==> src/rtl/bridge2xheep_pkg.sv <==
// ---------------------------------------------------------------------------
// bridge2xheep_pkg : shared types for the bridge-to-X-HEEP OBI arbiter. Rev 1.0
// ---------------------------------------------------------------------------
`default_nettype none

package bridge2xheep_pkg;

  localparam int unsigned OBI_ADDR_W = 32;
  localparam int unsigned OBI_DATA_W = 32;

  typedef enum logic [1:0] {
    IDLE   = 2'd0,
    REQ    = 2'd1,
    WAIT_R = 2'd2
  } state_e;

  typedef enum logic {
    REQ_WR = 1'b0,
    REQ_RD = 1'b1
  } req_id_e;

  typedef struct packed {
    logic [OBI_ADDR_W-1:0] addr;
    logic                  we;
    logic [3:0]            be;
    logic [OBI_DATA_W-1:0] wdata;
  } obi_req_t;

  // Watchdog counter width for a given limit; TO_W in the top is derived here.
  function automatic int unsigned to_w(input int unsigned cycles);
    return (cycles > 2) ? $clog2(cycles) : 1;
  endfunction

endpackage

`default_nettype wire

==> src/rtl/bridge2xheep_rr_arb.sv <==
// ---------------------------------------------------------------------------
// bridge2xheep_rr_arb : 2-way round-robin arbiter, write favoured after reset. Rev 1.0
// ---------------------------------------------------------------------------
`default_nettype none

module bridge2xheep_rr_arb
  import bridge2xheep_pkg::*;
(
  input  logic       clk,
  input  logic       rst,
  input  logic [1:0] valid_i,    // [0] write, [1] read
  input  logic       advance_i,
  output logic [1:0] gnt_o,
  output req_id_e    ptr_o
);

  req_id_e ptr_q;
  req_id_e ptr_d;

  always_comb begin
    gnt_o = valid_i;
    if (valid_i == 2'b11) begin
      gnt_o = (ptr_q == REQ_WR) ? 2'b01 : 2'b10;
    end
  end

  // After any grant the pointer favours the requester that lost.
  always_comb begin
    ptr_d = ptr_q;
    if (advance_i && (valid_i != 2'b00)) begin
      ptr_d = gnt_o[0] ? REQ_RD : REQ_WR;
    end
  end

  always_ff @(posedge clk) begin
    if (rst) begin
      ptr_q <= REQ_WR;
    end else begin
      ptr_q <= ptr_d;
    end
  end

  assign ptr_o = ptr_q;

endmodule

`default_nettype wire

==> src/rtl/bridge2xheep_obi_arb.sv <==
// ---------------------------------------------------------------------------
// bridge2xheep_obi_arb : schedules bridge write/read requests onto one OBI master
// port. Optional macro BRIDGE2XHEEP_OBI_TIMEOUT_EN adds a handshake watchdog. Rev 1.0
// ---------------------------------------------------------------------------
`default_nettype none

module bridge2xheep_obi_arb
  import bridge2xheep_pkg::*;
#(
  parameter int unsigned ADDR_W         = OBI_ADDR_W,
  parameter int unsigned DATA_W         = OBI_DATA_W,
  parameter int unsigned TIMEOUT_CYCLES = 1024
) (
  input  logic              clk,
  input  logic              rst,
  input  logic              wr_valid,
  output logic              wr_ready,
  input  logic [ADDR_W-1:0] wr_addr,
  input  logic [DATA_W-1:0] wr_wdata,
  input  logic [3:0]        wr_be,
  output logic              wr_done,
  input  logic              rd_valid,
  output logic              rd_ready,
  input  logic [ADDR_W-1:0] rd_addr,
  output logic [DATA_W-1:0] rd_rdata,
  output logic              rd_rvalid,
  output logic              obi_req,
  input  logic              obi_gnt,
  output logic [ADDR_W-1:0] obi_addr,
  output logic              obi_we,
  output logic [3:0]        obi_be,
  output logic [DATA_W-1:0] obi_wdata,
  input  logic              obi_rvalid,
  input  logic [DATA_W-1:0] obi_rdata,
  output logic              busy,
  output logic              err,
  input  logic              err_clr
);

  state_e            state_q;
  obi_req_t          txn_q;
  obi_req_t          accept_txn;
  logic              wr_done_q;
  logic              rd_rvalid_q;
  logic              err_q;
  logic [DATA_W-1:0] rd_rdata_q;
  logic [1:0]        arb_gnt;
  req_id_e           rr_ptr;
  logic              idle;
  logic              accept;
  logic              spurious;
  logic              to_abort;

  if (TIMEOUT_CYCLES < 2) begin : g_timeout_cfg_check
    // A limit below 2 cannot cover a single handshake phase.
  end

  assign idle   = (state_q == IDLE);
  assign accept = idle && (wr_valid || rd_valid);

  bridge2xheep_rr_arb u_rr_arb (
    .clk       (clk),
    .rst       (rst),
    .valid_i   ({rd_valid, wr_valid}),
    .advance_i (idle),
    .gnt_o     (arb_gnt),
    .ptr_o     (rr_ptr)
  );

  assign wr_ready = idle && arb_gnt[0];
  assign rd_ready = idle && arb_gnt[1];

  always_comb begin
    accept_txn = '0;
    if (arb_gnt[0]) begin
      accept_txn.addr  = wr_addr;
      accept_txn.we    = 1'b1;
      accept_txn.be    = wr_be;
      accept_txn.wdata = wr_wdata;
    end else begin
      accept_txn.addr  = rd_addr;
      accept_txn.we    = 1'b0;
      accept_txn.be    = 4'hF;
      accept_txn.wdata = '0;
    end
  end

  assign spurious = obi_rvalid && (state_q != WAIT_R);

`ifdef BRIDGE2XHEEP_OBI_TIMEOUT_EN
  localparam int unsigned TO_W = to_w(TIMEOUT_CYCLES);

  logic [TO_W-1:0] to_cnt_q;
  logic            to_hit;

  assign to_hit   = (to_cnt_q == TO_W'(TIMEOUT_CYCLES - 1));
  assign to_abort = to_hit && (((state_q == REQ) && !obi_gnt) ||
                               ((state_q == WAIT_R) && !obi_rvalid));

  // Restarts on entry to each phase: IDLE->REQ from zero, REQ->WAIT_R on gnt.
  always_ff @(posedge clk) begin
    if (rst || idle || ((state_q == REQ) && obi_gnt)) begin
      to_cnt_q <= '0;
    end else begin
      to_cnt_q <= to_cnt_q + 1'b1;
    end
  end
`else
  assign to_abort = 1'b0;
`endif

  always_ff @(posedge clk) begin
    if (rst) begin
      state_q     <= IDLE;
      txn_q       <= '0;
      wr_done_q   <= 1'b0;
      rd_rvalid_q <= 1'b0;
      rd_rdata_q  <= '0;
      err_q       <= 1'b0;
    end else begin
      wr_done_q   <= 1'b0;
      rd_rvalid_q <= 1'b0;
      if (spurious || to_abort) begin
        err_q <= 1'b1;
      end else if (err_clr) begin
        err_q <= 1'b0;
      end
      case (state_q)
        IDLE: begin
          if (accept) begin
            txn_q   <= accept_txn;
            state_q <= REQ;
          end
        end
        REQ: begin
          if (obi_gnt) begin
            state_q <= WAIT_R;
          end else if (to_abort) begin
            state_q <= IDLE;
          end
        end
        WAIT_R: begin
          if (obi_rvalid) begin
            // The pointer names the requester that did not win the access in flight.
            if (rr_ptr == REQ_WR) begin
              rd_rdata_q  <= obi_rdata;
              rd_rvalid_q <= 1'b1;
            end else begin
              wr_done_q   <= 1'b1;
            end
            state_q <= IDLE;
          end else if (to_abort) begin
            state_q <= IDLE;
          end
        end
        default: state_q <= IDLE;
      endcase
    end
  end

  assign obi_req   = (state_q == REQ);
  assign obi_addr  = txn_q.addr;
  assign obi_we    = txn_q.we;
  assign obi_be    = txn_q.be;
  assign obi_wdata = txn_q.wdata;
  assign busy      = !idle;
  assign err       = err_q;
  assign wr_done   = wr_done_q;
  assign rd_rvalid = rd_rvalid_q;
  assign rd_rdata  = rd_rdata_q;

endmodule

`default_nettype wire

==> config.mk <==
export PLATFORM = sky130hd
export DESIGN_NAME = bridge2xheep_obi_arb
export DESIGN_NICKNAME = d
export VERILOG_FILES = /design/src/rtl/bridge2xheep_pkg.sv /design/src/rtl/bridge2xheep_rr_arb.sv /design/src/rtl/bridge2xheep_obi_arb.sv
export SDC_FILE = /design/constraint.sdc
export NUM_CORES = 1
export LEC_CHECK = 0
export CAP_MARGIN = 20
export CELL_PAD_IN_SITES_DETAIL_PLACEMENT = 1
export CELL_PAD_IN_SITES_GLOBAL_PLACEMENT = 1
export CORE_ASPECT_RATIO = 2
export CORE_MARGIN = 2
export CORE_UTILIZATION = 23
export DETAILED_ROUTE_END_ITERATION = 16
export PLACE_DENSITY_LB_ADDON = 0.2
export RECOVER_POWER = 100
export SLEW_MARGIN = 40
export SYNTH_ARGS = -nofsm -noshare
export SYNTH_HDL_FRONTEND = slang
export SYNTH_SLANG_ARGS = --single-unit
==> constraint.sdc <==
create_clock -name clk -period 1.2 [get_ports clk]
set_input_delay 0.12 -clock clk [delete_from_list [all_inputs] [get_ports clk]]
set_output_delay 0.12 -clock clk [all_outputs]
set_load 0.03 [all_outputs]
==> impl.org, run 1 <==
** Logic synthesis
- Per-instance average area after synthesis :: 9.02 um2
- The synthesized design contains 106 register bits.
- Cell taking the most area after synthesis :: dfxtp_1
- Netlist cell types :: 28
- Yosys attributes the largest share of cell area to dfxtp_1, nand2_1, a21oi_1.
- Cell area after synthesis :: 0.00395 mm2
- Portion of synthesized cell area occupied by the leading cell type :: 53.7%
- Count of warnings emitted by yosys :: 0
- Portion of the post-synthesis area used by sequential elements :: 53.7%
- Post-Synthesis Cells :: 438
- The number of nets handed over by synthesis was 577.

** Power
- Cell leakage power :: 2.89 nW
- The worst-case IR drop observed on VDD is 0.000635 V.
- PD cells :: 1290 mW/mm2
- Total power for the finished layout comes to 9.62 mW.

** Global route
- Entering global routing, the biggest net connects 35 pins.
- Total GRT Usage :: 18.9%
- Wire length of the first global-routing pass :: 26,600 um
- Global routing finished with a remaining overflow of 0.
- The initial antenna violation count came to 1.
- Vias in the first global route :: 4,803

** Timing
- Final worst-path cycle share :: 116%
- The number of pins with negative max-slew slack in the final report is 0.
- Final hold vios :: 0
- After layout, the worst setup slack is -0.188 ns.
- Transition time of the tightest slew-check pin :: 0.513 ns
- Setup repair after global routing could not meet its margin everywhere.
- In this run the tightest slew margin relative to its limit is 65.8%.
- Worst hold margin :: 0.175 ns
- Between clock sinks in the finished design, the worst skew comes to 0.0152 ns.
- Timing would allow up to 720 MHz.
- Fin Setup TNS :: -14.31 ns
- Setup violations remaining at the end of the flow were counted as 104.
- For the finished layout, the period the worst path requires is 1.39 ns.

** Flow run
- Across the run, the number of max-cap violations was 0.

** Clock tree
- Clock root buffer master :: clkbuf_16
- Total CTS buffers :: 9
- Clock transition at the registers of the reported paths :: 0.07 ns
- TritonCTS clock tree :: done
- The clock drives 106 sinks.
- Latest clock arrival within the worst-skew pair :: 0.36 ns
- Bufs on Longest Clock Path :: 2
- Htree depth :: 3
- Count of hold buffers inserted by post-cts repair :: 0

** Die
- Core area :: 0.0168 mm2
- Overall die width :: 96.7 um
- Full die area :: 0.0183 mm2
- IO Count :: 247
- The initial utilization of the core area, before any placement, comes to 23.6%.
- Vertical die dimension :: 189 um
- Number of core rows :: 67

** Route
- DRC Markers :: 0
- Ratio of routed vias to standard cells :: 4.83
- Summed over all layers, the routed wires come to 18,200 um.
- Post-detailed-route count of antenna-violating nets :: 0
- Initial detailed-routing violation count :: 80
- The routed layout has 4,441 vias.
- In the final routed layout, each cell accounts on average for 19.8 um.
- Total iterations of the first detailed-routing run :: 4

** Critical path
- Critical Path, Cell by Cell :: nor2_4 > buf_8 > buf_4 > a21oi_2 > buf_12 > a22o_1
- The endpoint identified for the worst register-to-register timing path is obi_wdata[23]$_SDFFE_PP0P_.
- Library cell contributing the largest single delay on the critical path :: dfxtp_4
- Required time worst endpoint :: 1.44 ns
- Across all register-to-register paths, the minimum setup slack is -0.19 ns.
- The critical path is of the flip-flop to flip-flop type.
- In this design, the stage delay of the slowest critical-path cell is 0.36 ns.
- Setup crit end kind :: flip-flop
- Largest delay share family, worst path :: buffers and inverters
- The critical path contains buffers and inverters numbering 3 combined.
- Startpoint kind of the worst setup timing path :: flip-flop
- Along the worst path, the maximum fanout reaches 32.
- R2r worst-path depth :: 6
- The worst register-to-register path begins at state_q[0]$_SDFFE_PP0P_.
- STA puts the critical path data arrival time at 1.62 ns.

** Layout
- Compared with the post-synthesis result, the final layout area differs by 88.9%.
- Share of cells above drive strength 1 :: 29.4%
- The net count of the finished layout is 846.
- Most common cell after layout, fill and taps aside :: clkdlybuf4s50_1
- Most used cells in the layout excluding fill and tap cells :: clkdlybuf4s50_1, nand2_1, dfxtp_1

** Hold path
- Hold-critical path endpoint :: obi_addr[17]$_SDFFE_PP0P_
- In this run the most critical hold path is launched from rst.
- Counting instances, the worst hold path has a depth of 2.
- Class of the tightest hold or removal check :: primary input to flip-flop

** Placement
- The congestion estimate from routability-driven global placement came to 0.753.
- The HPWL after detailed placement is 12,100 um.
- The count of buffers added on input and output ports is 246.

** Outcome
- Run status :: complete, but fails checks
- Failing checks :: setup timing
metal layers:
| layer | vias up | GRT usage (%) | wire, um |
|---|---|---|---|
| met5 | - | 0 | 0 |
| met4 | 0 | 7.26 | 437 |
| met3 | 25 | 3.91 | 638 |
| met2 | 150 | 39.3 | 11000 |
| met1 | 2182 | 17.1 | 6090 |
| li1 | 2084 | - | - |
flip-flops by register name (all words and copies together) (netlist names):
register,count
obi_addr,32
obi_be,4
wr_done,1
obi_wdata,32
rd_rdata,32
obi_we,1
state_q,2
rd_rvalid,1
err,1
worst max path at each step:
stage	startpoint	depth (start not counted)	slack, ns	end
floorplan	state_q[0]$_SDFFE_PP0P_	5	-0.07	obi_wdata[10]$_SDFFE_PP0P_
global placement	wr_valid	4	-0.62	obi_be[3]$_SDFFE_PP0P_
detailed placement	wr_valid	4	-0.68	obi_addr[9]$_SDFFE_PP0P_
CTS	obi_we$_SDFFE_PP0P_	5	-0.22	wr_ready
global route	obi_we$_SDFFE_PP0P_	5	-0.25	wr_ready
finish	state_q[0]$_SDFFE_PP0P_	6	-0.19	obi_wdata[23]$_SDFFE_PP0P_
kinds of logic after synthesis:
family / after synthesis / synth area share, %
and+or+nand+nor: 146 / 15.3
AOI/OAI and AO/OA: 142 / 25.2
DFF: 106 / 53.7
buffers and inverters: 44 / 5.80
area by class of cell:
type                    count  area (um2)
flip-flops and latches    106        2130
well taps                 207         259
clock buffers              11         243
clock inverters             5        55.1
repair buffers            296        2830
fillers                  1909        9310
multi-input cells         289        1920
inverters                   5        21.3
diodes                      1        2.50
timing repair:
action,in CTS,in global routing
gates cloned,7,2
setup buffers,17,2
gates resized for setup,283,79
pin swaps,20,33
setup endpoints to repair,191,124
power breakdown:
group / switching (mW) / internal [mW]
logic: 1.43 / 1.27
registers: 0.153 / 3.77
clock network: 1.32 / 1.67
worst reg2reg max path: stages, from the launching register on:
cell and delay, ns:
dfxtp_4 0.36, nor2_4 0.17, buf_8 0.15, buf_4 0.14, a21oi_2 0.07, buf_12 0.18
a22o_1 0.20
cell usage after synthesis:
| cell | count |
|---|---|
| nor3_4 | 1 |
| o21ai_0 | 3 |
| a22o_1 | 32 |
| a21oi_1 | 67 |
| and3_1 | 1 |
| o221a_2 | 4 |
| a21oi_2 | 1 |
| nand2_1 | 130 |
| nand2b_1 | 2 |
| inv_4 | 1 |
| nor3b_1 | 1 |
| a21boi_2 | 1 |
| a311oi_1 | 32 |
| a22oi_1 | 1 |
| nor2_4 | 2 |
| inv_1 | 4 |
| buf_4 | 1 |
| buf_6 | 3 |
| buf_1 | 1 |
| nand4bb_1 | 1 |
| a21bo_2 | 1 |
| nor2b_1 | 1 |
| or2_1 | 1 |
| clkbuf_1 | 6 |
| nor4bb_1 | 1 |
| nor2_1 | 5 |
| dfxtp_1 | 106 |
| buf_2 | 28 |
metrics by stage:
step,std cells,area [um2],utilization [%],setup slack (ns)
final,920,7460,44.5,-0.188
after global routing,920,7460,44.5,-0.253
after CTS,916,7690,45.8,-0.219
after detailed placement,876,6870,41.0,-0.681
after global placement,876,6870,41.0,-0.623
after floorplan,438,3990,-,-0.0702
No activity file was read; power rests on OpenSTA's default activity.
==> run 2, diff against run 1 <==
CELL_PAD_IN_SITES_DETAIL_PLACEMENT = default   (was 1)
CELL_PAD_IN_SITES_GLOBAL_PLACEMENT = default   (was 1)
CORE_UTILIZATION = 33   (was 23)
RECOVER_POWER = default   (was 100)
==> run 2 against run 1 <==
Net effect:
- the flow still finishes with violations (setup timing)
- fmax down 1.5%
- sequential cell count unchanged
- non-clock buffer count is 5 lower
- global-route usage rose by 3.9 points
- via count decreased by 1.2%
- register-to-register slack got worse by 0.02 ns
- worst hold slack got worse by 0.10 ns
- final cell count fell by 7.3%
==> impl.org, run 2 (same netlist as run 1, synthesis figures left out) <==
** Critical path
- The critical path starts at obi_we$_SDFFE_PP0P_.
- Required time worst endpoint :: 1.47 ns
- The largest single stage delay on the critical path is 0.38 ns.
- Along the worst path, the maximum fanout reaches 8.
- Startpoint kind of the worst setup timing path :: flip-flop
- Library cell contributing the largest single delay on the critical path :: dfxtp_4
- Critical Path, Cell by Cell :: buf_12 > nor4bb_4 > buf_6 > clkbuf_16 > nand2_4 > a21oi_2
- Among cell families on the critical path, the largest total delay comes from buffers and inverters.
- STA classifies the critical path endpoint as a flip-flop.
- Data arrives at the worst endpoint at 1.68 ns.
- Launch instance of the worst register-to-register path :: obi_we$_SDFFE_PP0P_
- Number of buffers and inverters on the critical path :: 3
- Critical path class :: flip-flop to flip-flop

** Clock tree
- Htree depth :: 3
- Clock transition at the registers of the reported paths :: 0.07 ns
- Total number of clock tree sinks :: 106
- TritonCTS built the clock tree.
- The tree is rooted in a clkbuf_16.
- For this design, the CTS-stage hold fixing added 0 buffers.
- Clock tree synthesis inserted a total of 9 buffers.
- The clock passes through at most 2 buffers.
- Latest clock arrival within the worst-skew pair :: 0.35 ns

** Flow run
- Max-capacitance violation count :: 0

** Outcome
- The final reports fail on setup timing.
- Run status :: complete, but fails checks

** Placement
- Summed over all nets, the half-perimeter wirelength after detailed placement is 10,100 um.
- Gpl congestion :: 0.804
- Placed cell areas :: 0.00669 mm2
- IO buf count :: 246
- Once placement completed, the tool counted placed cells totaling 806.

** Global route
- Total GRT Usage :: 22.8%
- The number of global-route vias before repair was 4,460.
- Wire length of the first global-routing pass :: 22,400 um
- Entering global routing, the biggest net connects 37 pins.
- Number of antenna violations at the first check in global routing :: 1
- Leftover overflow at the end of global routing :: 0

** Timing
- Peak Freq :: 710 MHz
- For the final database, setup skew stands at 0.0107 ns.
- Setup repair after global routing could not meet its margin everywhere.
- Final worst-path cycle share :: 117%
- Adding up every negative setup slack in the final design gives -12.58 ns.
- Final period demand of the worst path :: 1.41 ns
- The worst pin sits at a relative slew slack of 61.6%.
- The hold violation total from the final report was 0.
- Setup violations remaining at the end of the flow were counted as 102.
- Slew Limit Fails :: 0
- Setup WS post-layout :: -0.209 ns
- Transition time of the tightest slew-check pin :: 0.576 ns

** Route
- In this run, the number of DRC markers left after iteration 0 of detailed routing was 128.
- Detail-routed net length per standard cell :: 19.2 um
- Total iterations of the first detailed-routing run :: 4
- Via count :: 4,386
- Dividing the detail-routed via count by the number of cells gives 5.14.
- In this run the remaining antenna-violating nets after routing total 0.
- DRC Markers :: 0
- Summed over all layers, the routed wires come to 16,400 um.

** Die
- The core region is 0.0117 mm2.
- In this run the vertical extent of the chip is 159 um.
- For this configuration, the core starts out at a cell density of 33.8%.
- The die is 81.4 um wide.
- IO Count :: 247
- The die covers 0.0129 mm2.
- After floorplanning, the core was divided into 56 placement rows.

** Layout
- Of the cells placed in the final design, the portion with a size suffix greater than 1 is 40.2%.
- The finished layout holds 853 standard cells, fillers aside.
- Area delta synth->final :: 99.8%
- Most used cells in the layout excluding fill and tap cells :: clkdlybuf4s50_1, dfxtp_1, nand2_1
- The finished cells cover 0.00789 mm2.
- Leaving out fill and tap cells, the most frequent cell in the layout is clkdlybuf4s50_1.
- For this run, the share of the core covered by cells in the final layout is 67.4%.
- Fill cell instance count of the final layout :: 927
- Total number of nets in the final design :: 841

** Power
- PD cells :: 1260 mW/mm2
- Largest vdd supply drop :: 0.000691 V
- The analysis attributes to cell leakage a power of 3.20 nW.

** Hold path
- The min-delay analysis places its worst path in the category primary input to flip-flop.
- The startpoint identified for the worst hold timing path is rst.
==> run 2: cell count changes in the layout (fill, tap and decap cells not counted), moves of 9 or more <==
| cell | delta |
|---|---|
| clkbuf_1 | -30 |
| nand2_4 | +20 |
| buf_4 | -9 |
| a21oi_1 | -35 |
| buf_12 | +16 |
| a311oi_2 | -11 |
| a21oi_2 | +34 |
| nand2_2 | +11 |
| nand2_1 | -30 |
| a311oi_1 | +11 |
==> run 2: layout make-up <==
type                            count  area, um2  share of cell area (%)
Sequential cell                   106       2130                    27.0
Inverter                            5       21.3                   0.270
Timing Repair Buffer              291       3110                    39.4
Antenna cell                        1       2.50                  0.0317
Clock inverter                      7       83.8                    1.06
Clock buffer                        9        225                    2.85
Tap cell                          145        181                    2.30
Multi-Input combinational cell    289       2140                    27.2
==> run 2: metrics by stage <==
stage               power (mW)  worst slack, ns  hold slack, ns
floorplan                 5.14          -0.0702           0.253
global placement          6.36           -0.607           0.403
detailed placement        6.40           -0.652           0.404
CTS                       9.92           -0.219          0.0530
global route              10.3           -0.266          0.0729
finish                    9.91           -0.209          0.0710
==> run 2: worst paths after layout <==
| check | end | slack, ns | cells after the start |
|---|---|---|---|
| setup / recovery | rd_rdata[27]$_SDFFE_PP0P_ | -0.21 | 6 |
| hold / removal | obi_we$_SDFFE_PP0P_ | 0.07 | 2 |
| setup reg to reg | rd_rdata[27]$_SDFFE_PP0P_ | -0.21 | 6 |
| hold reg to reg | rd_rdata[5]$_SDFFE_PP0P_ | 0.46 | 2 |
==> run 2: repair_timing <==
action,4_1_cts,5_1_grt
setup buffers,18,7
setup endpoints to repair,198,154
resized for setup,294,167
pin swaps,38,76
cloned,8,6
==> run 2: layer usage <==
layer	routed length [um]	vias up	part of all wire, %	GRT usage (%)
li1	-	2065	-	-
met1	5460	2096	33	21.8
met2	9410	176	57	42.4
met3	626	49	3.8	4.03
met4	868	0	5.3	13.8
met5	0	-	0	0
==> run 2: worst register-to-register path, stage by stage (launching register included) <==
cell and delay, ns:
dfxtp_4 0.38, buf_12 0.13, nor4bb_4 0.26, buf_6 0.18, clkbuf_16 0.19, nand2_4 0.05, a21oi_2 0.14
==> run 2: where the power goes <==
group	leakage, nW	switching, mW	internal, mW
Sequential	0.870	0.184	3.77
Clock	0.154	1.41	1.66
Combinational	2.17	1.45	1.44
==> run 3, diff against run 2 <==
CAP_MARGIN = default   (was 20)
==> results of run 3 <==
Same layout as run 2: the final DEF is identical, and so are final timing and power.
